### config.mk
export PLATFORM = sky130hd
export DESIGN_NAME = membus_byte_responder
export DESIGN_NICKNAME = d
export VERILOG_FILES = /design/src/rtl/membus_byte_responder.sv
export SDC_FILE = /design/constraint.sdc
export NUM_CORES = 1
export LEC_CHECK = 0
export CAP_MARGIN = 30
export CORE_MARGIN = 4
export CORE_UTILIZATION = 50
export CTS_CLUSTER_DIAMETER = 80
export CTS_CLUSTER_SIZE = 30
export DETAILED_ROUTE_END_ITERATION = 10
export MAX_ROUTING_LAYER = met4
export PLACE_DENSITY = 0.77
export SLEW_MARGIN = 25
export SYNTH_ARGS = -nofsm -noshare
export SYNTH_HDL_FRONTEND = slang
export SYNTH_SLANG_ARGS = --single-unit
### constraint.sdc
create_clock -name clk -period 3.5 [get_ports clk]
set_input_delay 0.7 -clock clk [delete_from_list [all_inputs] [get_ports clk]]
set_output_delay 0.7 -clock clk [all_outputs]
set_load 0.03 [all_outputs]
### src/rtl/membus_byte_responder.sv
// Memory-side responder for the byte-serial pin bus.
// It collects a 4-beat address/write word, then returns a 4-beat read word from a small word RAM.
module membus_byte_responder #(
    parameter int          DEPTH_LOG2 = 4,
    parameter logic [31:0] BASE_ADDR  = 32'h0
) (
    input  logic       clk,
    input  logic       rst_n,
    input  logic       frame_start,
    input  logic       bus_rw,
    input  logic [7:0] bus_addr,
    input  logic [7:0] bus_wdata,
    output logic [7:0] bus_rdata,
    output logic       bus_rdata_oe,
    output logic       busy,
    output logic       err
);
    localparam int DEPTH = 1 << DEPTH_LOG2;

    typedef enum logic [3:0] {
        S_IDLE, S_A0, S_A1, S_A2, S_A3, S_D0, S_D1, S_D2, S_D3
    } state_t;

    state_t      state_q, state_d;
    logic [31:0] addr_q, addr_d;
    logic [31:0] wd_q, wd_d;
    logic [31:0] rword_q, rword_d;
    logic        rd_q, rd_d;
    logic        err_q, err_d;
    logic [7:0]  rdata_q, rdata_d;
    logic        oe_q, oe_d;
    logic [31:0] mem_q [DEPTH];

    logic [31:0]           full_addr;
    logic [31:0]           full_wd;
    logic [31:0]           off;
    logic                  hit;
    logic [DEPTH_LOG2-1:0] idx;
    logic                  we;
    logic                  unused_bits;

    // Beat A3 decodes with the live top byte, so the lookup costs no extra cycle.
    always_comb begin
        full_addr = {bus_addr, addr_q[23:0]};
        full_wd   = {bus_wdata, wd_q[23:0]};
        off       = full_addr - BASE_ADDR;
        hit       = (off[31:DEPTH_LOG2+2] == '0);
        idx       = off[DEPTH_LOG2+1:2];
    end

    assign unused_bits = ^{off[1:0], addr_q[31:24], wd_q[31:24]};

    always_comb begin
        state_d = state_q;
        addr_d  = addr_q;
        wd_d    = wd_q;
        rword_d = rword_q;
        rd_d    = rd_q;
        err_d   = err_q;
        we      = 1'b0;
        if (frame_start) begin
            state_d = S_A0;
        end else begin
            case (state_q)
                S_IDLE: state_d = S_IDLE;
                S_A0: begin
                    addr_d[7:0] = bus_addr;
                    wd_d[7:0]   = bus_wdata;
                    state_d     = S_A1;
                end
                S_A1: begin
                    addr_d[15:8] = bus_addr;
                    wd_d[15:8]   = bus_wdata;
                    state_d      = S_A2;
                end
                S_A2: begin
                    addr_d[23:16] = bus_addr;
                    wd_d[23:16]   = bus_wdata;
                    state_d       = S_A3;
                end
                S_A3: begin
                    addr_d[31:24] = bus_addr;
                    wd_d[31:24]   = bus_wdata;
                    rd_d          = bus_rw;
                    state_d       = S_D0;
                    if (!hit) err_d = 1'b1;
                    if (bus_rw) rword_d = hit ? mem_q[idx] : 32'h0;
                    else        we      = hit;
                end
                S_D0:    state_d = S_D1;
                S_D1:    state_d = S_D2;
                S_D2:    state_d = S_D3;
                S_D3:    state_d = S_IDLE;
                default: state_d = S_IDLE;
            endcase
        end
    end

    // Read bytes are set up from next-state values so they appear exactly in Dk.
    always_comb begin
        rdata_d = 8'h00;
        oe_d    = 1'b0;
        if (rd_d) begin
            case (state_d)
                S_D0:    begin rdata_d = rword_d[7:0];   oe_d = 1'b1; end
                S_D1:    begin rdata_d = rword_d[15:8];  oe_d = 1'b1; end
                S_D2:    begin rdata_d = rword_d[23:16]; oe_d = 1'b1; end
                S_D3:    begin rdata_d = rword_d[31:24]; oe_d = 1'b1; end
                default: begin rdata_d = 8'h00;          oe_d = 1'b0; end
            endcase
        end
    end

    always_ff @(posedge clk or negedge rst_n) begin
        if (!rst_n) begin
            state_q <= S_IDLE;
            addr_q  <= '0;
            wd_q    <= '0;
            rword_q <= '0;
            rd_q    <= 1'b0;
            err_q   <= 1'b0;
            rdata_q <= '0;
            oe_q    <= 1'b0;
        end else begin
            state_q <= state_d;
            addr_q  <= addr_d;
            wd_q    <= wd_d;
            rword_q <= rword_d;
            rd_q    <= rd_d;
            err_q   <= err_d;
            rdata_q <= rdata_d;
            oe_q    <= oe_d;
        end
    end

    // Flop-based RAM so that reset can clear every word.
    always_ff @(posedge clk or negedge rst_n) begin
        if (!rst_n) begin
            for (int i = 0; i < DEPTH; i++) mem_q[i] <= '0;
        end else if (we) begin
            mem_q[idx] <= full_wd;
        end
    end

    assign busy         = (state_q != S_IDLE);
    assign err          = err_q;
    assign bus_rdata    = rdata_q;
    assign bus_rdata_oe = oe_q;
endmodule

==> qor.txt <==
root buffer cell -> clkbuf_16
Core Region -> 51610 sq um
RD Place Congestion -> 0.7818
Clock Skew -> 32.77 ps
post-synth cell types -> 39
Antenna Cells -> 0
Clock Sinks -> 597
PD cells -> 511.7 nW/um^2
io pins -> 31
Chip Width -> 237.0 um
Cell Rows -> 83
min Tclk post-route -> 2870 ps
Yosys Warn Count -> 0
initial DRC count -> 1017
Avg Cell Area, Syn -> 15.89 sq um
routed len/inst -> 25.27 um
area grow syn2layout -> 8.898%
WS Path Type -> reg -> out
remaining global-route overflow -> 0
sequential share of the synthesized area -> 57.00%
maximum fanout along the worst path -> 10
Startpoint Class -> flip-flop
internal reg-to-reg setup slack -> 860 ps
Leak -> 13.93 nW
post-synthesis cell count -> 1650
die height -> 237.0 um
initial antenna violation count -> 0
H-tree levels -> 1
worst skew pair latency -> 620 ps
die area -> 56150 sq um
worst r2r path cells -> 5
Final Hold Vio Count -> 0
CTS resizes -> 0
worst flop-to-flop path endpoint -> bus_rdata[5]
via/cell ratio -> 6.248
WP data arrival -> 2170 ps
final setup violation count -> 0
total global-route track usage -> 21.79%
Synth Cell Area -> 26210 sq um
Placement Setup Slack -> 345.2 ps
r2r startpoint -> addr_q[3]
postcts setup bufs -> 0
Post-DRT Antenna Nets -> 0
RSZ-0062 raised after global routing -> no
Storage cell area -> 14950 sq um
Filler Cells Inserted -> 3964
first-pass GRT wire length -> 93.54 mm
setup ws final -> 630.0 ps
share of layout cells above drive strength 1 -> 48.63%
Starting Density -> 50.78%
largest net degree at the start of global routing -> 96
Max Cap Viol -> 0
critical path endpoint category -> output port
Max-Slew Margin vs Limit -> 35.16%
Post-synth EDFFs -> 0
Worst-Margin Slew -> 972.5 ps
Final Slew Violations -> 0
number of global-route vias before repair -> 15490
Post-route DRC -> 0
Vias -> 14538
Critical Path Start -> state_q[1]
asr flop ratio synth -> 100.0%
final worst-path cycle share -> 82.00%
worst hold path class -> in -> async
Fmax achieved -> 0.3484 GHz
routed wire length -> 58.80 mm
CP endpoint -> busy
worst vdd ir -> 0.0004616 V
I/O Buffers -> 30
outcome -> finished, final reports clean
total CTS buffers -> 29
Hold-fix buffers, CTS -> 0
final net count -> 1644
multi-input logic area -> 10730 sq um
flip-flop and latch count after synthesis -> 597
Req. time, crit path -> 2800 ps
CTS Buffer Depth -> 3
drt pass-1 iters -> 5
detailed placer's ending HPWL -> 35.93 mm
Mapped Nets -> 1670
clock slew at reported path FFs -> 110 ps
CTS tree -> yes
setup TNS -> 0 ps
ys flop type -> dfrtp_1
## cell usage after synthesis, types with 2 or more instances
library cell	n	area share, %
a211oi_1	2	0.057
a21o_1	31	0.89
a21oi_1	19	0.36
a221oi_1	2	0.067
a22oi_1	63	1.8
and2_1	3	0.072
buf_1	19	0.27
buf_2	37	0.71
clkbuf_1	91	1.3
dfrtp_1	597	57
inv_1	10	0.14
mux2_1	18	0.77
mux2_2	541	23
mux2i_1	11	0.42
mux4_2	126	11
nand2_1	6	0.086
nand3_1	4	0.076
nand4_1	9	0.21
nand4_2	8	0.38
nor2_1	8	0.11
nor2b_1	4	0.095
nor3_1	4	0.076
nor3b_1	2	0.057
nor4_1	6	0.14
o21ai_0	10	0.19
o221ai_1	6	0.20
## where the power goes
group / total (W) / switching (W) / internal [W]
sequential: 0.00810 / 0.000908 / 0.00719
clock: 0.00423 / 0.00241 / 0.00182
combinational: 0.00227 / 0.00131 / 0.000960
## critical path: stages (launching register included)
cell and delay, ps:
dfrtp_1 620, nor2_1 130, nand2_1 120, clkdlybuf4s50_1 670
## per-stage QoR
step | util (%) | total power [W] | hold slack, ps | instance area, sq um | instances
2_1_floorplan | - | 0.009465 | 404.4 | 26210 | 1650
5_1_grt | 55.30 | 0.01523 | 66.78 | 28540 | 2327
3_3_place_gp | 53.30 | 0.01045 | 455.0 | 27510 | 2272
3_5_place_dp | 53.30 | 0.01051 | 467.6 | 27510 | 2272
6_report | 55.30 | 0.01461 | 37.41 | 28540 | 2327
4_1_cts | 55.27 | 0.01471 | 56.08 | 28530 | 2326
## area by class of cell
type / instances / area share, %
sequential: 597 / 52.36
timing repair buffer: 91 / 3.358
multi-input combinational: 895 / 37.59
clock buffer: 32 / 2.617
clock inverter: 22 / 0.9600
tap: 680 / 2.981
inverter: 10 / 0.1315
## worst min path at each step
stage          slack (ps)           to
6_report               40   mem_q[437]
5_1_grt                70   mem_q[437]
4_1_cts                60   mem_q[406]
3_5_place_dp          470  rword_q[21]
3_3_place_gp          450  rword_q[29]
2_1_floorplan         400   addr_q[10]
## cells by family (layout without fill, tap and decap cells)
group                     Yosys count  count (layout)  synth area share [%]
DFF                               597             597                 57.00
xor gates and xnor gates            2               2               0.06684
AOI/OAI and AO/OA                 135             135                 3.628
and+or+nand+nor                    62              62                 1.594
muxes                             696             696                 35.26
buffers and inverters             158             155                 2.454
## state kept, by name (all words and copies together) (netlist names)
signal and cells:
rd_q 1, bus_rdata_oe 1, wd_q 24, bus_rdata 8, addr_q 22, state_q 4
mem_q 512, err 1, rword_q 24
## metal layers
metal  track usage (%)  wire length (um)  up-vias
met4             4.282              1180        0
met5                 -                 0        -
li1                  -                 -     6117
met3             3.215              2778       74
met1             31.11             26440     8037
met2             34.09             28400      310
## placed cells by master (no fill, tap or decap), types with 4 or more instances in the layout
cell type        instances
mux2_1                  18
clkdlybuf4s50_1         29
o221ai_1                 6
a21o_1                  31
buf_12                  15
nand4_4                  8
nor3_1                   4
dfrtp_1                595
a21oi_1                 19
mux4_2                 126
nand3_1                  4
inv_6                    8
nand4_1                  9
mux2i_1                 11
nor2_1                   5
nor4_1                   6
inv_8                    7
buf_4                   45
a22oi_1                 63
nand2_1                  6
mux2_2                 541
clkbuf_16               29
o21ai_0                 10
inv_1                   10
(Power assumes the default switching activity.)
